===== src/rtl/brg_xcel_mem_pkg.sv =====
// Shared payload types and width helpers for the accelerator memory arbiter.
// Latency: n/a (types only).
// Backpressure: n/a.
package brg_xcel_mem_pkg;

    localparam int unsigned XCEL_DATA_W = 32;
    localparam int unsigned XCEL_ADDR_W = 32;
    localparam int unsigned XCEL_OPQ_W  = 8;
    localparam int unsigned XCEL_MASK_W = XCEL_DATA_W / 8;
    // Wide enough for the largest supported channel count (16).
    localparam int unsigned XCEL_CHAN_W = 4;

    typedef struct packed {
        logic                   we;
        logic [XCEL_ADDR_W-1:0] addr;
        logic [XCEL_DATA_W-1:0] data;
        logic [XCEL_MASK_W-1:0] mask;
        logic [XCEL_OPQ_W-1:0]  opq;
    } brg_xcel_req_s;

    typedef struct packed {
        logic [XCEL_CHAN_W-1:0] chan;
        logic [XCEL_OPQ_W-1:0]  opq;
    } brg_xcel_tag_entry_s;

    typedef struct packed {
        logic [XCEL_CHAN_W-1:0] chan;
        logic [XCEL_OPQ_W-1:0]  opq;
        logic [XCEL_DATA_W-1:0] data;
    } brg_xcel_ret_s;

    function automatic int unsigned calc_chan_lp(input int unsigned n);
        return (n <= 1) ? 1 : int'($clog2(n));
    endfunction

    function automatic int unsigned calc_tag_lp(input int unsigned m);
        return int'($clog2(m));
    endfunction

endpackage


===== src/rtl/brg_xcel_tag_table.sv =====
// Outstanding-load tag table: lowest-free allocation, lookup/free on return, popcount.
// Latency: allocation and lookup are combinational; valid bits and count update on the edge.
// Backpressure: avail_o drops when every tag is in flight; a tag freed this cycle is reusable next cycle.
module brg_xcel_tag_table
    import brg_xcel_mem_pkg::*;
#(
    parameter  int unsigned max_out_p       = 8,
    parameter  int unsigned load_id_width_p = 11,
    localparam int unsigned tag_lp          = calc_tag_lp(max_out_p),
    localparam int unsigned tag_idx_lp      = (tag_lp < 1) ? 1 : tag_lp
) (
    input  logic                       clk_i,
    input  logic                       reset_i,
    input  logic                       alloc_i,
    input  brg_xcel_tag_entry_s        alloc_entry_i,
    output logic                       avail_o,
    output logic [tag_idx_lp-1:0]      alloc_tag_o,
    input  logic [load_id_width_p-1:0] lookup_id_i,
    output logic                       lookup_hit_o,
    output brg_xcel_tag_entry_s        lookup_entry_o,
    input  logic                       free_i,
    output logic [tag_lp:0]            outstanding_o
);

    logic [max_out_p-1:0]  valid_q, valid_d;
    logic [tag_lp:0]       outstanding_q;
    brg_xcel_tag_entry_s   entry_q [max_out_p];
    logic [tag_idx_lp-1:0] lookup_tag;
    logic                  in_range;
    logic                  alloc_found;

    // Allocation looks only at the registered vector, so a same-cycle free cannot be reused.
    always_comb begin
        alloc_found = 1'b0;
        alloc_tag_o = '0;
        for (int t = 0; t < int'(max_out_p); t++) begin
            if (!alloc_found && !valid_q[t]) begin
                alloc_found = 1'b1;
                alloc_tag_o = tag_idx_lp'(t);
            end
        end
    end

    assign avail_o        = alloc_found;
    assign lookup_tag     = lookup_id_i[tag_idx_lp-1:0];
    assign in_range       = (32'(lookup_id_i) < max_out_p);
    assign lookup_hit_o   = in_range & valid_q[lookup_tag];
    assign lookup_entry_o = entry_q[lookup_tag];
    assign outstanding_o  = outstanding_q;

    always_comb begin
        valid_d = valid_q;
        if (alloc_i) begin
            valid_d[alloc_tag_o] = 1'b1;
        end
        if (free_i && lookup_hit_o) begin
            valid_d[lookup_tag] = 1'b0;
        end
    end

    always_ff @(posedge clk_i or negedge reset_i) begin
        if (!reset_i) begin
            valid_q       <= '0;
            outstanding_q <= '0;
        end else begin
            valid_q       <= valid_d;
            outstanding_q <= (tag_lp + 1)'($countones(valid_d));
        end
    end

    always_ff @(posedge clk_i) begin
        if (alloc_i) begin
            entry_q[alloc_tag_o] <= alloc_entry_i;
        end
    end

endmodule


===== src/rtl/bsg_fifo_1r1w_small.sv =====
// Small generic FIFO, one write port and one read port, register-file storage.
// Latency: 1 cycle from push to v_o; data_o is read combinationally from the head.
// Backpressure: ready_o drops when full; the consumer pops with yumi_i only while v_o is set.
module bsg_fifo_1r1w_small #(
    parameter int unsigned width_p = 8,
    parameter int unsigned els_p   = 4
) (
    input  logic               clk_i,
    input  logic               reset_i,
    input  logic               v_i,
    output logic               ready_o,
    input  logic [width_p-1:0] data_i,
    output logic               v_o,
    output logic [width_p-1:0] data_o,
    input  logic               yumi_i
);

    localparam int unsigned PTR_W = (els_p <= 2) ? 1 : $clog2(els_p);
    localparam int unsigned CNT_W = $clog2(els_p + 1);

    logic [width_p-1:0] mem_q [els_p];
    logic [PTR_W-1:0]   wr_ptr_q, wr_ptr_d;
    logic [PTR_W-1:0]   rd_ptr_q, rd_ptr_d;
    logic [CNT_W-1:0]   cnt_q, cnt_d;
    logic               push, pop;

    function automatic logic [PTR_W-1:0] nxt(input logic [PTR_W-1:0] p);
        return (p == PTR_W'(els_p - 1)) ? '0 : p + PTR_W'(1);
    endfunction

    assign ready_o = (cnt_q != CNT_W'(els_p));
    assign v_o     = (cnt_q != '0);
    assign push    = v_i & ready_o;
    assign pop     = yumi_i & v_o;
    assign data_o  = mem_q[rd_ptr_q];

    always_comb begin
        wr_ptr_d = push ? nxt(wr_ptr_q) : wr_ptr_q;
        rd_ptr_d = pop  ? nxt(rd_ptr_q) : rd_ptr_q;
        cnt_d    = cnt_q;
        case ({push, pop})
            2'b10:   cnt_d = cnt_q + CNT_W'(1);
            2'b01:   cnt_d = cnt_q - CNT_W'(1);
            default: cnt_d = cnt_q;
        endcase
    end

    always_ff @(posedge clk_i or posedge reset_i) begin
        if (reset_i) begin
            wr_ptr_q <= '0;
            rd_ptr_q <= '0;
            cnt_q    <= '0;
        end else begin
            wr_ptr_q <= wr_ptr_d;
            rd_ptr_q <= rd_ptr_d;
            cnt_q    <= cnt_d;
        end
    end

    always_ff @(posedge clk_i) begin
        if (push) begin
            mem_q[wr_ptr_q] <= data_i;
        end
    end

endmodule


===== src/rtl/brg_xcel_mem_arbiter.sv =====
// Round-robin arbiter of accelerator request channels onto one endpoint port, with load tagging.
// Latency: requests pass through in 0 cycles; responses reach ret_* at least 1 cycle after returned_v_i.
// Backpressure: grants need out_ready_i; returns stall (yumi low) while the response FIFO is full.
module brg_xcel_mem_arbiter
    import brg_xcel_mem_pkg::*;
#(
    parameter  int unsigned num_chan_p      = 4,
    parameter  int unsigned data_width_p    = XCEL_DATA_W,
    parameter  int unsigned addr_width_p    = XCEL_ADDR_W,
    parameter  int unsigned opq_width_p     = XCEL_OPQ_W,
    parameter  int unsigned load_id_width_p = 11,
    parameter  int unsigned max_out_p       = 8,
    parameter  int unsigned ret_fifo_els_p  = 4,
    localparam int unsigned chan_lp         = calc_chan_lp(num_chan_p),
    localparam int unsigned tag_lp          = calc_tag_lp(max_out_p),
    localparam int unsigned mask_width_lp   = data_width_p / 8
) (
    input  logic                                  clk_i,
    input  logic                                  reset_i,
    input  logic [num_chan_p-1:0]                 chan_v_i,
    input  logic [num_chan_p-1:0]                 chan_we_i,
    input  logic [num_chan_p*addr_width_p-1:0]    chan_addr_i,
    input  logic [num_chan_p*data_width_p-1:0]    chan_data_i,
    input  logic [num_chan_p*mask_width_lp-1:0]   chan_mask_i,
    input  logic [num_chan_p*opq_width_p-1:0]     chan_opq_i,
    output logic [num_chan_p-1:0]                 chan_rdy_o,
    output logic                                  out_v_o,
    output logic                                  out_we_o,
    output logic [addr_width_p-1:0]               out_addr_o,
    output logic [data_width_p-1:0]               out_data_o,
    output logic [mask_width_lp-1:0]              out_mask_o,
    output logic [load_id_width_p-1:0]            out_load_id_o,
    input  logic                                  out_ready_i,
    input  logic                                  returned_v_i,
    input  logic [load_id_width_p-1:0]            returned_load_id_i,
    input  logic [data_width_p-1:0]               returned_data_i,
    output logic                                  returned_yumi_o,
    output logic                                  ret_v_o,
    output logic [chan_lp-1:0]                    ret_chan_o,
    output logic [opq_width_p-1:0]                ret_opq_o,
    output logic [data_width_p-1:0]               ret_data_o,
    input  logic                                  ret_rdy_i,
    output logic [tag_lp:0]                       outstanding_o,
    output logic                                  err_o
);

    localparam int unsigned tag_idx_lp = (tag_lp < 1) ? 1 : tag_lp;

    logic [chan_lp-1:0]    rr_q, rr_d;
    logic                  err_q, err_d;
    logic [num_chan_p-1:0] elig;
    logic                  gnt_found;
    logic                  gnt_vld;
    logic [chan_lp-1:0]    gnt_idx;
    brg_xcel_req_s         sel_req;
    logic                  load_hs;

    logic                  tag_avail;
    logic [tag_idx_lp-1:0] alloc_tag;
    brg_xcel_tag_entry_s   alloc_entry;
    brg_xcel_tag_entry_s   lookup_entry;
    logic                  lookup_hit;
    logic                  ret_push;

    logic                  fifo_reset;
    logic                  fifo_rdy;
    brg_xcel_ret_s         fifo_in_dat;
    brg_xcel_ret_s         fifo_out_dat;

    // A load is only eligible while a tag is free; stores never need one.
    assign elig = chan_v_i & (chan_we_i | {num_chan_p{tag_avail}});

    always_comb begin
        gnt_found = 1'b0;
        gnt_idx   = '0;
        for (int k = 0; k < int'(num_chan_p); k++) begin
            if (!gnt_found && elig[(int'(rr_q) + k) % int'(num_chan_p)]) begin
                gnt_found = 1'b1;
                gnt_idx   = chan_lp'((int'(rr_q) + k) % int'(num_chan_p));
            end
        end
    end

    assign gnt_vld    = gnt_found & out_ready_i & reset_i;
    assign chan_rdy_o = gnt_vld ? (num_chan_p'(1) << gnt_idx) : '0;

    always_comb begin
        sel_req.we   = chan_we_i[gnt_idx];
        sel_req.addr = chan_addr_i[int'(gnt_idx)*addr_width_p +: addr_width_p];
        sel_req.data = chan_data_i[int'(gnt_idx)*data_width_p +: data_width_p];
        sel_req.mask = chan_mask_i[int'(gnt_idx)*mask_width_lp +: mask_width_lp];
        sel_req.opq  = chan_opq_i[int'(gnt_idx)*opq_width_p +: opq_width_p];
    end

    assign load_hs       = gnt_vld & ~sel_req.we;
    assign out_v_o       = gnt_vld;
    assign out_we_o      = sel_req.we;
    assign out_addr_o    = sel_req.addr;
    assign out_data_o    = sel_req.data;
    assign out_mask_o    = sel_req.mask;
    assign out_load_id_o = load_hs ? load_id_width_p'(alloc_tag) : '0;

    assign rr_d = gnt_vld ? chan_lp'((int'(gnt_idx) + 1) % int'(num_chan_p)) : rr_q;

    assign alloc_entry.chan = XCEL_CHAN_W'(gnt_idx);
    assign alloc_entry.opq  = sel_req.opq;

    brg_xcel_tag_table #(
        .max_out_p       (max_out_p),
        .load_id_width_p (load_id_width_p)
    ) u_tag_table (
        .clk_i          (clk_i),
        .reset_i        (reset_i),
        .alloc_i        (load_hs),
        .alloc_entry_i  (alloc_entry),
        .avail_o        (tag_avail),
        .alloc_tag_o    (alloc_tag),
        .lookup_id_i    (returned_load_id_i),
        .lookup_hit_o   (lookup_hit),
        .lookup_entry_o (lookup_entry),
        .free_i         (ret_push),
        .outstanding_o  (outstanding_o)
    );

    // Returns with a stale or out-of-range tag are still consumed, just dropped and flagged.
    assign returned_yumi_o = returned_v_i & fifo_rdy & reset_i;
    assign ret_push        = returned_yumi_o & lookup_hit;
    assign err_d           = err_q | (returned_yumi_o & ~lookup_hit);

    assign fifo_in_dat.chan = lookup_entry.chan;
    assign fifo_in_dat.opq  = lookup_entry.opq;
    assign fifo_in_dat.data = returned_data_i;
    assign fifo_reset       = ~reset_i;

    bsg_fifo_1r1w_small #(
        .width_p ($bits(brg_xcel_ret_s)),
        .els_p   (ret_fifo_els_p)
    ) u_ret_fifo (
        .clk_i   (clk_i),
        .reset_i (fifo_reset),
        .v_i     (ret_push),
        .ready_o (fifo_rdy),
        .data_i  (fifo_in_dat),
        .v_o     (ret_v_o),
        .data_o  (fifo_out_dat),
        .yumi_i  (ret_v_o & ret_rdy_i)
    );

    assign ret_chan_o = chan_lp'(fifo_out_dat.chan);
    assign ret_opq_o  = fifo_out_dat.opq;
    assign ret_data_o = fifo_out_dat.data;
    assign err_o      = err_q;

    always_ff @(posedge clk_i or negedge reset_i) begin
        if (!reset_i) begin
            rr_q  <= '0;
            err_q <= 1'b0;
        end else begin
            rr_q  <= rr_d;
            err_q <= err_d;
        end
    end

endmodule


===== config.mk =====
export PLATFORM = sky130hd
export DESIGN_NAME = brg_xcel_mem_arbiter
export DESIGN_NICKNAME = d
export VERILOG_FILES = /design/src/rtl/brg_xcel_mem_pkg.sv /design/src/rtl/brg_xcel_tag_table.sv /design/src/rtl/bsg_fifo_1r1w_small.sv /design/src/rtl/brg_xcel_mem_arbiter.sv
export SDC_FILE = /design/constraint.sdc
export NUM_CORES = 1
export LEC_CHECK = 0
export ABC_AREA = 1
export CAP_MARGIN = 10
export CORE_ASPECT_RATIO = 1.4
export CORE_MARGIN = 2
export CORE_UTILIZATION = 25
export DETAILED_ROUTE_END_ITERATION = 10
export GPL_ROUTABILITY_DRIVEN = 0
export SYNTH_ARGS = -nofsm -noshare
export SYNTH_HDL_FRONTEND = slang
export SYNTH_SLANG_ARGS = --single-unit

===== constraint.sdc =====
create_clock -name clk_i -period 7.85 [get_ports clk_i]
set_input_delay 1.1775 -clock clk_i [delete_from_list [all_inputs] [get_ports clk_i]]
set_output_delay 1.1775 -clock clk_i [all_outputs]
set_load 0.02 [all_outputs]

; ---- After elaboration in Yosys (flattened, before gate mapping)
; Memory sizes are Yosys's and may differ from the RTL's.
; Index checks and enable logic that the tools add are counted.
[word_totals]
mem_count = 2
inputBits = 360
ff_bits = 22
out_inout_bits = 134
word_cells = 153
ramBits = 256
[classes]
shifts = 5
bitwise_logic = 22
n_mux = 53
addsub = 15
order_cmp = 10
n_eq_ne = 5
n_reduce_logical = 34
[memory_table]
columns = name, depth, word_bits, rd, rd_clocked_by_memory_dff, write_ports, line_no
row1 = u_ret_fifo.mem_q, 4, 44, 1, 0, 1, bsg_fifo_1r1w_small.sv:21  ; logic [width_p-1:0] mem_q [els_p];
row2 = u_tag_table.entry_q, 8, 10, 1, 0, 1, brg_xcel_tag_table.sv:27  ; brg_xcel_tag_entry_s entry_q [max_out_p];
[op_table]
columns = cell, count
row1 = $shiftx A128 B8 Y32, 2
row2 = $shiftx A32 B6 Y8, 1
row3 = $mux W1, 28
row4 = $mux W3, 7
row5 = $lt A3 B4 Y1 const B, 5
row6 = $logic_not A1 Y1, 16
row7 = $mux W8, 2
row8 = $shiftx A16 B5 Y4, 1
row9 = $logic_and A1 B1 Y1, 13
row10 = $add A4 B4 Y4, 3
row11 = $mux W2, 6
row12 = $and A1 B1 Y1, 11
row13 = $lt A11 B4 Y1 const B, 1
row14 = $bmux W1 S2, 5
row15 = $add A1 B1 Y2, 4
row16 = $add A2 B1 Y2 const B, 4
row17 = $and A8 B8 Y8, 1
row18 = $not A8 Y8, 1
row19 = $or A8 B8 Y8, 1
row20 = $demux W1 S3, 2
row21 = $eq A2 B2 Y1 const B, 3
row22 = $ge A3 B1 Y1 const B, 2
row23 = $lt A2 B3 Y1 const B, 2
row24 = $pmux W3 S2, 1
row25 = 16 further kinds, 22

; ---- Longest topological paths before layout
; Gate-level depths: netlist of run 1.
[logic_depth]
word_depth = 45
depth_mapped = 28
mapped_depth_nobuf = 27

; ---- Cells and area by module
; From an unflattened synthesis of run 1, not the netlist that was laid out.
[unflattened]
hier_cells = 1576
area_unflattened_um2 = 15043.2
[by_module_without_submodules]
columns = mod, cells_each, area_each_um2, seq_area_each_um2, n_inst
row1 = bsg_fifo_1r1w_small, 573, 7564.8, 5460.2, 1
row2 = brg_xcel_tag_table, 388, 4556.9, 3183.1, 1
row3 = brg_xcel_mem_arbiter, 615, 2921.6, 75.1, 1

; ---- Worst setup path before layout of run 1
; OpenSTA, ideal clock, no wires.
[synth_timing]
path_type = input port to flip-flop
from = in returned_load_id_i[0]
to = reg u_tag_table.outstanding_q[2], in the netlist u_tag_table.outstanding_o[2]
setup_ns = 0.136
path_slack_ns = 3.365
path_stages = 17
t_required_ns = 7.714
arrival_time_ns = 4.349
path_buffers = 1
path_cell_list = clkbuf_1 -> nor3_1 -> inv_1 -> nor2_1 -> a211oi_1 -> o2111ai_1 -> nor3_1 -> nand2_1 -> nor2_1 -> a21oi_2 -> ha_1 -> inv_1 -> fa_1 -> inv_1 -> fa_1 -> ha_1 -> fa_1
[synth_via]
elab_chain_cells = 10
word_cells_on_any_way = 21
classes_between = 7 x add/sub / 3 x order compare / 5 x mux / 4 x bitwise / 2 x reduce/logical
[synth_lines]
columns = item, line_no
row1 = start: declaration, brg_xcel_mem_arbiter.sv:35  ; input logic [load_id_width_p-1:0] returned_load_id_i,
row2 = $lt A3 B4 Y1 (implied by the code) / $ge A3 B1 Y1 (equally long branches), brg_xcel_tag_table.sv:57  ; valid_d[lookup_tag] = 1'b0;
row3 = $logic_and A1 B1 Y1 (implied by the code), brg_xcel_tag_table.sv:57
row4 = $mux W1 (implied by the code), brg_xcel_tag_table.sv:57
row5 = $demux W1 S3, -
row6 = $not A8 Y8 (no line), -
row7 = $and A8 B8 Y8 (no line), -
row8 = $mux W8 (*), brg_xcel_tag_table.sv:56  ; if (free_i && lookup_hit_o) begin
row9 = net u_tag_table.valid_d[4], brg_xcel_tag_table.sv:25  ; logic [max_out_p-1:0] valid_q, valid_d;
row10 = $add A1 B1 Y2 (implied by the code) (*), brg_xcel_tag_table.sv:67  ; outstanding_q <= (tag_lp + 1)'($countones(valid_d));
row11 = $add A4 B4 Y4 (implied by the code) (*) (2 in a row), brg_xcel_tag_table.sv:67
row12 = end signal: assignment, brg_xcel_tag_table.sv:67
row13 = end: declaration, brg_xcel_tag_table.sv:26  ; logic [tag_lp:0] outstanding_q;
; Mark *: on every way through the listed nets, which the timed path passes. The rest lies on a longest branch. The select of a mux whose other input is x is not followed.
; A chain may end at the register's enable or synchronous reset.

; ---- Worst setup path in the final report of run 1
[layout_timing]
from = in chan_we_i[1]
to = out out_data_o[16]
[layout_via]
elab_chain_cells = 15
word_cells_on_any_way = 27
classes_between = 1 x shift / 18 x mux / 2 x bitwise / 6 x reduce/logical
[layout_lines]
columns = item, line_no
row1 = start: declaration, brg_xcel_mem_arbiter.sv:21  ; input logic [num_chan_p-1:0] chan_we_i,
row2 = $or A4 B4 Y4 (*), brg_xcel_mem_arbiter.sv:71  ; assign elig = chan_v_i & (chan_we_i | {num_chan_p{tag_avail}});
row3 = $and A4 B4 Y4 (*), brg_xcel_mem_arbiter.sv:71
row4 = $bmux W1 S2, brg_xcel_mem_arbiter.sv:77  ; if (!gnt_found && elig[(int'(rr_q) + k) % int'(num_chan_p)]) begin
row5 = $mux W1 (implied by the code), brg_xcel_mem_arbiter.sv:77
row6 = $mux W1, brg_xcel_mem_arbiter.sv:77
row7 = $logic_not A1 Y1, brg_xcel_mem_arbiter.sv:77
row8 = $logic_and A1 B1 Y1, brg_xcel_mem_arbiter.sv:77
row9 = $mux W1, brg_xcel_mem_arbiter.sv:77
row10 = $logic_not A1 Y1, brg_xcel_mem_arbiter.sv:77
row11 = $logic_and A1 B1 Y1, brg_xcel_mem_arbiter.sv:77
row12 = $mux W1, brg_xcel_mem_arbiter.sv:77
row13 = $logic_not A1 Y1, brg_xcel_mem_arbiter.sv:77
row14 = $logic_and A1 B1 Y1, brg_xcel_mem_arbiter.sv:77
row15 = $mux W2 (*), brg_xcel_mem_arbiter.sv:77
row16 = $shiftx A128 B8 Y32 (*), brg_xcel_mem_arbiter.sv:90  ; sel_req.data = chan_data_i[int'(gnt_idx)*data_width_p +: data_width_p];
row17 = end: declaration, brg_xcel_mem_arbiter.sv:30  ; output logic [data_width_p-1:0] out_data_o,
; Every way passes the cells marked *; elsewhere a longest branch is shown, timed or not. The select of a mux whose other input is x is not followed.

==> run_results.csv, run 1 <==
group,metric,value,unit
layout,area_delta_synth_final,46.3,%
synthesis,synthesis.instances,1314,
route,wire_per_inst,21.7,um
layout,design.final.nets,2141,
timing,clock_skew,0.0134,ns
clocking,cts_inserted_buffers,25,
clocking,ctsHtreeMaxLevel,1,
timing,fmax,166,MHz
timing,finalCriticalPeriod,6.04,ns
worst_setup_path,cp.arrival,4.86,ns
layout,regArea,8000,um2
worst_setup_path,cp_capture_type,"primary output",
synthesis,yosysTopAreaCell,"sky130_fd_sc_hd__edfxtp_1",
run_status,run_status,"complete, no violations",
route,detailedRoute.firstPassIterationCount,7,
worst_hold_path,min-delay-path-class,"flop to flop",
worst_setup_path,critical_path_class,"input port to primary output",
synthesis,asyncSetResetFlopFracSynth,8.15,%
synthesis,syn_avg_cell_area,10.3,um2
grt,grt_first_pass_wirelength,75.9,mm
die,die_x,201,um
timing,setup_repair_after_global_routing_missed_its_margin,"false",
timing,worst_pin_slew,1.19,ns
clocking,cts-root-buf,"sky130_fd_sc_hd__clkbuf_16",
timing,slew_viol_final,0,
power,comb_power_share,69.9,%
timing,setup_total_negative_slack,0,ns
synthesis,synth_top_cells_by_area,"sky130_fd_sc_hd__edfxtp_1, sky130_fd_sc_hd__o21ai_0, sky130_fd_sc_hd__nor2_1",
place,dpl_worst_slack,1.72,ns
power,power.share.switching,51.0,%
layout,multi_input_gate_area,4880,um2
power,irDropWorstVdd,490,uV
layout,layout-drive-gt1-share,8.32,%
clocking,postCtsSetupBuffers,0,
synthesis,dominant_synthesized_flop_cell,"sky130_fd_sc_hd__edfxtp_1",
grt,first_global_vias,11900,
clocking,clkTransAtPathRegs,0.06,ns
place,placement.cell_area,19100,um2
flow_run,cap_violations,0,
worst_setup_path,crit_path_required_time,6.67,ns
worst_setup_path,critical_path_peak_fanout,41,
die,initial_core_util,25.2,%
synthesis,synthesis.yosys.warnings,0,
die,io_pins,494,
power,power-per-cell-area,519,nW/um2
die,design.die.area,56300,um2
grt,grt_max_degree,138,
timing,setup_viol,0,
layout,design_area,19900,um2
power,clkPwrFrac,11.6,%
clocking,cts.path.max_buffers,3,
route,vias,12200,
power,finalPower,10.3,mW
clocking,clock_sinks,270,
route,drt_wl_total,54.3,mm
die,rows,101,
timing,final-hold-violation-count,0,
clocking,hold_buffers,0,
layout,final_common_cell,"sky130_fd_sc_hd__clkdlybuf4s50_1",
power,cellInternalPower,5.05,mW
synthesis,synth_top_area_share,54.8,%
route,drt_iter0_drc,861,
power,power.net_switching,5.26,mW
timing,final_min_period_over_clock_period,76.9,%
synthesis,synth_enable_flop_cells,248,
route,detail_routed_via_count_per_cell,4.88,
die,die_height,280,um
timing,setup_slack,1.81,ns
place,dp_hpwl,41.3,mm
timing,worst_slew_margin_rel,20.2,%
clocking,cts_tree,"done",
synthesis,ys_seq_elements,270,
clocking,clk-insertion-delay-late,0.54,ns
power,cellLeakagePower,6.85,nW
grt,antenna_found_initial,3,
route,drc,0,
grt,grt_overflow,0,
route,final_antenna_net_count,0,
synthesis,synth.distinct_cells,50,
place,port_buffers,485,
power,pwr-share-seq,18.5,%
layout,layout.cells.most_common_list,"sky130_fd_sc_hd__clkdlybuf4s50_1, sky130_fd_sc_hd__nor2_1, sky130_fd_sc_hd__edfxtp_1",
worst_setup_path,crit_path_start_kind,"input port",
die,core,54000,um2
synthesis,ys_seq_area_share,58.9,%
grt,grt_usage,18.1,%
layout,layout.filler_cells,5361,
synthesis,post_synth_instance_area,13600,um2
clocking,cts.repair.resized,0,
[metal layers]
metal  global-route usage (%)  vias up  wire (um)
li1                         -     5624          -
met1                     21.3     5968      20600
met2                     32.7      536      27600
met3                     3.98       75       4480
met4                     5.74        2       1610
met5                        0        -         16
[final timing paths]
| kind | startpoint | to | slack, ns | cells after the start |
|---|---|---|---|---|
| max | chan_we_i[1] | out_data_o[16] | 1.81 | 13 |
| min | err_o$_DFF_PN0_ | err_o$_DFF_PN0_ | 0.48 | 1 |
| max reg2reg | u_tag_table.valid_q[2]$_DFF_PN0_ | u_tag_table.outstanding_o[2]$_DFF_PN0_ | 2.64 | 20 |
| min reg2reg | err_o$_DFF_PN0_ | err_o$_DFF_PN0_ | 0.48 | 1 |
| max in group asynchronous | reset_i | u_ret_fifo.rd_ptr_q[0]$_DFFE_PN0P_ | 6.56 | 2 |
| min in group asynchronous | reset_i | u_tag_table.outstanding_o[3]$_DFF_PN0_ | 1.01 | 2 |
[cell families after synthesis]
logic type / after synthesis / share of synthesized area [%]
AND/OR/NAND/NOR: 433 / 14.1
AO/OA/AOI/OAI: 429 / 18.7
flip-flops: 270 / 58.9
buffers and inverters: 156 / 5.86
adder cells (fa/ha/maj): 21 / 2.21
XOR/XNOR: 3 / 0.193
other: 1 / 0.0276
multiplexers: 1 / 0.0737
[sequential cells by signal, summed over array words and instances (netlist names)]
signal	flops
u_tag_table.entry_q	80
err_o	1
u_ret_fifo.wr_ptr_q	2
rr_q	2
u_ret_fifo.rd_ptr_q	2
u_tag_table.outstanding_o	4
u_ret_fifo.cnt_q	3
u_tag_table.valid_q	8
u_ret_fifo.mem_q	168
[stage by stage]
step	instances	hold slack [ns]	util, %
after floorplan	1321	0.469	-
after global placement	2454	0.467	35.3
after detailed placement	2454	0.466	35.3
after CTS	2499	0.480	36.8
after global routing	2499	0.519	36.8
final	2500	0.478	36.8
[critical path: stages]
cell	delay, ns
sky130_fd_sc_hd__clkdlybuf4s50_1	0.51
sky130_fd_sc_hd__inv_1	0.08
sky130_fd_sc_hd__nand3_2	0.08
sky130_fd_sc_hd__nand3_2	0.09
sky130_fd_sc_hd__nand3_1	0.11
sky130_fd_sc_hd__nand2_1	0.13
sky130_fd_sc_hd__nand3_1	0.15
sky130_fd_sc_hd__nand2_1	0.11
sky130_fd_sc_hd__a21oi_4	0.63
sky130_fd_sc_hd__buf_4	0.50
sky130_fd_sc_hd__o21ai_1	0.14
sky130_fd_sc_hd__o22ai_1	0.39
sky130_fd_sc_hd__clkdlybuf4s50_1	0.70
[power groups by stage]
stage                     Sequential [mW]  Combinational, mW  Clock [mW]
after floorplan                      1.93               4.01           0
after global placement               1.93               7.21           0
after detailed placement             1.94               7.29           0
after CTS                            1.91               7.30        1.22
after global routing                 1.91               7.72        1.28
final                                1.90               7.21        1.20
[area by class of cell]
cell class	instances	area share, %
sequential	270	40.3
timing repair buffer	511	25.5
multi-input combinational	895	24.6
tap	721	4.54
clock buffer	29	3.22
inverter	57	1.09
clock inverter	16	0.787
antenna	1	0.0126
[synth_stat cells (3+ instances only)]
cell,n
sky130_fd_sc_hd__edfxtp_1,248
sky130_fd_sc_hd__nand2_2,7
sky130_fd_sc_hd__nor2_2,20
sky130_fd_sc_hd__o21ai_1,26
sky130_fd_sc_hd__a21oi_1,4
sky130_fd_sc_hd__inv_1,54
sky130_fd_sc_hd__a211oi_1,3
sky130_fd_sc_hd__nand3_2,16
sky130_fd_sc_hd__buf_6,16
sky130_fd_sc_hd__nor2_1,284
sky130_fd_sc_hd__o22ai_1,99
sky130_fd_sc_hd__a221oi_1,10
sky130_fd_sc_hd__o211ai_1,3
sky130_fd_sc_hd__buf_2,18
sky130_fd_sc_hd__ha_1,16
sky130_fd_sc_hd__a21oi_2,5
sky130_fd_sc_hd__nor3_1,7
sky130_fd_sc_hd__o21ai_0,244
sky130_fd_sc_hd__o22ai_2,20
sky130_fd_sc_hd__o2111ai_1,8
sky130_fd_sc_hd__nand2_1,64
sky130_fd_sc_hd__buf_4,17
sky130_fd_sc_hd__fa_1,5
sky130_fd_sc_hd__clkbuf_1,45
sky130_fd_sc_hd__nand3_1,22
sky130_fd_sc_hd__dfrtp_1,22
No activity file was read; power rests on OpenSTA's default activity.
==> run 2: changes to the inputs <==
==> constraint.sdc (replaced) <==
create_clock -name clk_i -period 5.2 [get_ports clk_i]
set_input_delay 0.78 -clock clk_i [delete_from_list [all_inputs] [get_ports clk_i]]
set_output_delay 0.78 -clock clk_i [all_outputs]
set_load 0.02 [all_outputs]
==> run_results.csv, run 2 (synthesis results as in run 1) <==
group,metric,value,unit
die,die_height,280,um
worst_setup_path,crit_path_required_time,4.42,ns
clocking,clk-insertion-delay-late,0.55,ns
power,cellLeakagePower,7.13,nW
die,core,54000,um2
power,finalPower,17.0,mW
timing,final_min_period_over_clock_period,95.8,%
layout,stdcell_count,2522,
timing,clock_skew,0.0187,ns
die,die_x,201,um
worst_setup_path,delay_heaviest_family_cp,"simple AND/OR/NAND/NOR gates",
clocking,ctsHtreeMaxLevel,1,
timing,setup_total_negative_slack,0,ns
place,placement.cell_area,19500,um2
worst_setup_path,critical_path_class,"flop to primary output",
die,rows,101,
layout,layout.cells.most_common_list,"sky130_fd_sc_hd__clkdlybuf4s50_1, sky130_fd_sc_hd__nor2_1, sky130_fd_sc_hd__edfxtp_1",
layout,area_delta_synth_final,49.9,%
worst_setup_path,crit_path_start_kind,"flop",
worst_setup_path,crit_path_frequent_cell,"sky130_fd_sc_hd__nand2_2",
place,dp_hpwl,41.9,mm
timing,slew_viol_final,0,
power,power-per-cell-area,833,nW/um2
worst_setup_path,worst_r2r_startpoint,"u_tag_table.valid_q[2]$_DFF_PN0_",
layout,final_common_cell,"sky130_fd_sc_hd__clkdlybuf4s50_1",
route,drt_wl_total,54.2,mm
layout,design.final.nets,2160,
die,initial_core_util,25.2,%
route,drc,0,
clocking,cts_inserted_buffers,26,
grt,first_global_vias,12300,
worst_setup_path,crit_path_end,"out_data_o[4]",
route,detailedRoute.firstPassIterationCount,5,
place,dp_cells,2467,
power,irDropWorstVdd,691,uV
layout,design_area,20400,um2
route,drt_iter0_drc,724,
place,port_buffers,485,
route,final_antenna_net_count,0,
flow_run,cap_violations,0,
layout,largest_registers,"u_ret_fifo.mem_q: 168 flops, u_tag_table.entry_q: 80 flops, u_tag_table.valid_q: 8 flops",
run_status,run_status,"complete, no violations",
timing,worst_pin_slew,1.11,ns
layout,finalCoreUtilization,37.7,%
grt,grt_overflow,0,
grt,grt_max_degree,87,
worst_hold_path,min-delay-path-class,"flop to flop",
timing,final-hold-violation-count,0,
clocking,cts-root-buf,"sky130_fd_sc_hd__clkbuf_16",
worst_setup_path,cp.arrival,4.20,ns
timing,finalCriticalPeriod,4.98,ns
worst_setup_path,critical_path.startpoint,"u_tag_table.valid_q[2]$_DFF_PN0_",
timing,setup_viol,0,
clocking,clkTransAtPathRegs,0.06,ns
clocking,cts_tree,"done",
grt,grt_first_pass_wirelength,77.1,mm
grt,antenna_found_initial,5,
layout,registers.top_by_ff_count,"u_ret_fifo.mem_q",
timing,setup_repair_after_global_routing_missed_its_margin,"false",
timing,worst_slew_margin_rel,26.1,%
timing,fmax,201,MHz
layout,largest_register_ffs,168,
route,wire_per_inst,21.5,um
worst_setup_path,cp_num_buf_inv,3,
worst_setup_path,critical_path_peak_fanout,75,
route,detail_routed_via_count_per_cell,4.86,
worst_setup_path,worst-r2r-cell-count,23,
die,io_pins,494,
worst_setup_path,ff2ff_setup_slack,0.43,ns
route,vias,12200,
layout,layout-drive-gt1-share,11.1,%
clocking,clock_sinks,270,
worst_setup_path,worst_path_max_delay_cell,"sky130_fd_sc_hd__clkdlybuf4s50_1",
clocking,cts.path.max_buffers,3,
grt,grt_usage,18.3,%
die,design.die.area,56300,um2
worst_setup_path,worstPathCellList,"nand2_2 > nor2_4 > nand3_4 > nor2_8 > nand3_2 > nand3_1 > nand3_1 > nand2_2 > nor2_1 > nor2_1 > nand2_2 > nand2_4 > buf_12 > buf_4 > nor2_2 > o22ai_2 > clkdlybuf4s50_1",
worst_setup_path,cp_capture_type,"primary output",
worst_setup_path,critical_path.max_stage_delay,0.69,ns
worst_setup_path,worst_r2r_endpoint,"u_tag_table.outstanding_o[2]$_DFF_PN0_",
worst_setup_path,critical_path_cell_count,17,
-- run 2: worst min path at each step --
stage	from	endpoint	slack (ns)	cells past startpoint
2_1_floorplan	u_ret_fifo.cnt_q[0]$_DFFE_PN0P_	u_ret_fifo.cnt_q[0]$_DFFE_PN0P_	0.47	1
4_1_cts	u_ret_fifo.cnt_q[0]$_DFFE_PN0P_	u_ret_fifo.cnt_q[0]$_DFFE_PN0P_	0.51	1
6_report	u_ret_fifo.cnt_q[0]$_DFFE_PN0P_	u_ret_fifo.cnt_q[0]$_DFFE_PN0P_	0.51	1
5_1_grt	u_ret_fifo.cnt_q[0]$_DFFE_PN0P_	u_ret_fifo.cnt_q[0]$_DFFE_PN0P_	0.55	1
3_3_place_gp	u_ret_fifo.cnt_q[0]$_DFFE_PN0P_	u_ret_fifo.cnt_q[0]$_DFFE_PN0P_	0.49	1
3_5_place_dp	u_ret_fifo.cnt_q[0]$_DFFE_PN0P_	u_ret_fifo.cnt_q[0]$_DFFE_PN0P_	0.50	1
-- run 2: cell type report --
class,count,area (um2)
Clock inverter,17,158
Timing Repair Buffer,529,5530
Clock buffer,31,679
Multi-Input combinational cell,895,4870
Fill cell,5322,33600
Tap cell,721,902
Sequential cell,270,8000
Inverter,57,216
Antenna cell,2,5.00
-- run 2: per-layer routing --
metal	up-vias	share of wire, %	track usage [%]
met5	-	0.055	0
met4	4	3.6	6.36
met3	99	7.9	4.25
met2	587	51	33.5
met1	5887	37	20.7
li1	5668	-	-
-- run 2: timing repair --
item,CTS,global route
hold buffers,0,0
setup buffers,0,5
setup endpoints to repair,0,3
gates resized for setup,0,2
-- run 2: through the flow --
| stage | hold slack (ns) | worst slack (ns) |
|---|---|---|
| after floorplan | 0.469 | 1.11 |
| after global placement | 0.491 | 0.332 |
| after detailed placement | 0.500 | 0.182 |
| after CTS | 0.510 | 0.207 |
| after global routing | 0.549 | 0.0212 |
| final | 0.510 | 0.219 |
-- run 2: report_power, final --
| group | internal [mW] | total (mW) | switching, mW | leakage (nW) |
|---|---|---|---|---|
| clock | 1.04 | 1.85 | 0.811 | 0.391 |
| combinational | 4.81 | 12.2 | 7.42 | 4.27 |
| sequential | 2.81 | 2.87 | 0.0588 | 2.47 |
| total | 8.66 | 17.0 | 8.29 | 7.13 |
==> run 3: changes to the inputs <==
--- a/config.mk
+++ b/config.mk
@@ -6,6 +6,7 @@
 export NUM_CORES = 1
 export LEC_CHECK = 0
 export ABC_AREA = 1
+export ABC_CLOCK_PERIOD_IN_PS = 5600
 export CAP_MARGIN = 10
 export CORE_ASPECT_RATIO = 1.4
 export CORE_MARGIN = 2
==> constraint.sdc (replaced) <==
create_clock -name clk_i -period 5.6 [get_ports clk_i]
set_input_delay 0.84 -clock clk_i [delete_from_list [all_inputs] [get_ports clk_i]]
set_output_delay 0.84 -clock clk_i [all_outputs]
set_load 0.02 [all_outputs]
==> run_results.csv, run 3 (synthesis results as in run 1) <==
group,metric,value,unit
clocking,postCtsSetupBuffers,0,
place,port_buffers,485,
layout,layout.filler_cells,5345,
layout,largest_register_ffs,168,
layout,final_common_cell,"sky130_fd_sc_hd__clkdlybuf4s50_1",
route,final_antenna_net_count,0,
route,drt_iter0_drc,710,
run_status,run_status,"complete, no violations",
clocking,cts_inserted_buffers,25,
layout,layout-drive-gt1-share,10.1,%
timing,final-hold-violation-count,0,
timing,finalCriticalPeriod,5.13,ns
timing,fmax,195,MHz
timing,worst_slew_margin_rel,25.7,%
die,die_height,280,um
flow_run,cap_violations,0,
place,dp_hpwl,40.3,mm
power,irDropWorstVdd,553,uV
clocking,cts_tree,"done",
worst_hold_path,min-delay-path-class,"flop to flop",
layout,stdcell_count,2507,
die,io_pins,494,
grt,first_global_vias,12200,
power,power.share.switching,49.3,%
clocking,ctsHtreeMaxLevel,1,
die,initial_core_util,25.2,%
route,met2WireLength,27.5,mm
layout,design.final.nets,2150,
clocking,cts.repair.resized,0,
clocking,clk-insertion-delay-late,0.53,ns
worst_setup_path,critical_path_peak_fanout,38,
grt,grt_max_degree,108,
die,rows,101,
power,cellInternalPower,7.76,mW
clocking,cts.path.max_buffers,3,
route,vias,12100,
timing,slew_viol_final,0,
place,dp_cells,2463,
die,core,54000,um2
worst_setup_path,crit_path_start_kind,"flop",
layout,multi_input_gate_area,4870,um2
grt,grt_first_pass_wirelength,76.5,mm
die,die_x,201,um
timing,setup_repair_after_global_routing_missed_its_margin,"false",
layout,regArea,8000,um2
power,power-per-cell-area,760,nW/um2
die,design.die.area,56300,um2
layout,registers.top_by_ff_count,"u_ret_fifo.mem_q",
route,drt-met1-wl,20.1,mm
route,drc,0,
timing,worst_pin_slew,1.11,ns
route,met3RoutedLength,4.54,mm
clocking,clkTransAtPathRegs,0.07,ns
worst_setup_path,cp_capture_type,"primary output",
route,detail_routed_via_count_per_cell,4.82,
timing,setup_total_negative_slack,0,ns
grt,grt_usage,18.1,%
timing,setup_viol,0,
route,wire_per_inst,21.3,um
power,cellLeakagePower,7.02,nW
timing,final_min_period_over_clock_period,91.7,%
layout,layout.cells.most_common_list,"sky130_fd_sc_hd__clkdlybuf4s50_1, sky130_fd_sc_hd__nor2_1, sky130_fd_sc_hd__edfxtp_1",
clocking,hold_buffers,0,
clocking,clock_sinks,270,
route,top_layer_used,"met5",
power,power.net_switching,7.56,mW
worst_setup_path,cp.arrival,4.29,ns
layout,largest_registers,"u_ret_fifo.mem_q: 168 flops, u_tag_table.entry_q: 80 flops, u_tag_table.valid_q: 8 flops",
power,comb_power_share,72.7,%
worst_setup_path,crit_path_required_time,4.76,ns
grt,antenna_found_initial,3,
layout,area_delta_synth_final,48.3,%
power,pwr-share-seq,17.4,%
grt,grt_overflow,0,
timing,clock_skew,0.0106,ns
worst_setup_path,critical_path_class,"flop to primary output",
route,detailedRoute.firstPassIterationCount,5,
route,drt_wl_total,53.3,mm
clocking,cts-root-buf,"sky130_fd_sc_hd__clkbuf_16",
power,clkPwrFrac,9.9,%
[run 3: changes by cell type in the layout (fill, tap and decap cells not counted), moves of 2 or more]
| cell | previous run | this run |
|---|---|---|
| sky130_fd_sc_hd__buf_12 | 34 | 32 |
| sky130_fd_sc_hd__clkdlybuf4s50_1 | 453 | 456 |
| sky130_fd_sc_hd__clkinvlp_4 | 5 | 3 |
| sky130_fd_sc_hd__buf_4 | 41 | 32 |
| sky130_fd_sc_hd__clkinv_2 | 2 | 4 |
| sky130_fd_sc_hd__bufinv_16 | 2 | 0 |
[run 3: metrics by stage]
stage	power, mW	hold slack, ns	util, %	worst slack (ns)	area (um2)
floorplan	8.32	0.469	-	1.45	13600
global placement	13.9	0.490	36.0	0.631	19400
detailed placement	14.0	0.497	36.0	0.595	19400
CTS	15.6	0.509	37.3	0.441	20100
global route	16.2	0.545	37.3	0.167	20100
finish	15.3	0.505	37.3	0.467	20100
[run 3: cell type report]
type | instances | area share, %
flip-flops and latches | 270 | 39.7
repair buffers | 520 | 27.0
multi-input cells | 895 | 24.2
well taps | 721 | 4.48
clock buffers | 29 | 3.18
inverters | 57 | 1.07
clock inverters | 14 | 0.366
diodes | 1 | 0.0124
[run 3: worst paths after layout]
check | from | end | depth (start not counted) | slack, ns
setup reg to reg | u_tag_table.valid_q[2]$_DFF_PN0_ | u_tag_table.outstanding_o[2]$_DFF_PN0_ | 24 | 0.95
hold / removal | u_ret_fifo.cnt_q[0]$_DFFE_PN0P_ | u_ret_fifo.cnt_q[0]$_DFFE_PN0P_ | 1 | 0.51
setup / recovery | u_tag_table.valid_q[2]$_DFF_PN0_ | out_addr_o[28] | 16 | 0.47
min in group asynchronous | reset_i | u_tag_table.valid_q[2]$_DFF_PN0_ | 1 | 0.70
hold reg to reg | u_ret_fifo.cnt_q[0]$_DFFE_PN0P_ | u_ret_fifo.cnt_q[0]$_DFFE_PN0P_ | 1 | 0.51
max in group asynchronous | reset_i | u_ret_fifo.rd_ptr_q[0]$_DFFE_PN0P_ | 2 | 4.25
[run 3: per-layer routing]
layer  GRT usage [%]  up-vias
met4            4.77        2
met2            33.3      553
met3            4.62       67
li1                -     5631
met1            20.7     5831
met5               0        -
[run 3: worst max-delay path, stage by stage, from the launching register on]
cell,delay (ns)
sky130_fd_sc_hd__dfrtp_1,0.51
sky130_fd_sc_hd__nand2_2,0.13
sky130_fd_sc_hd__nor2_4,0.14
sky130_fd_sc_hd__nand3_4,0.12
sky130_fd_sc_hd__nor2_8,0.16
sky130_fd_sc_hd__nand3_2,0.11
sky130_fd_sc_hd__nand3_2,0.11
sky130_fd_sc_hd__nand3_1,0.08
sky130_fd_sc_hd__nand2_1,0.16
sky130_fd_sc_hd__nand4_2,0.15
sky130_fd_sc_hd__nand2_2,0.15
sky130_fd_sc_hd__nand2_4,0.16
sky130_fd_sc_hd__inv_4,0.36
sky130_fd_sc_hd__buf_4,0.32
sky130_fd_sc_hd__o21ai_0,0.12
sky130_fd_sc_hd__o22ai_1,0.26
sky130_fd_sc_hd__clkdlybuf4s50_1,0.68
[run 3: power groups by stage]
stage | registers [mW] | logic (mW) | clock network [mW]
2_1_floorplan | 2.70 | 5.62 | 0
4_1_cts | 2.67 | 11.4 | 1.55
6_report | 2.67 | 11.1 | 1.51
3_5_place_dp | 2.71 | 11.3 | 0
5_1_grt | 2.68 | 11.9 | 1.62
3_3_place_gp | 2.71 | 11.2 | 0
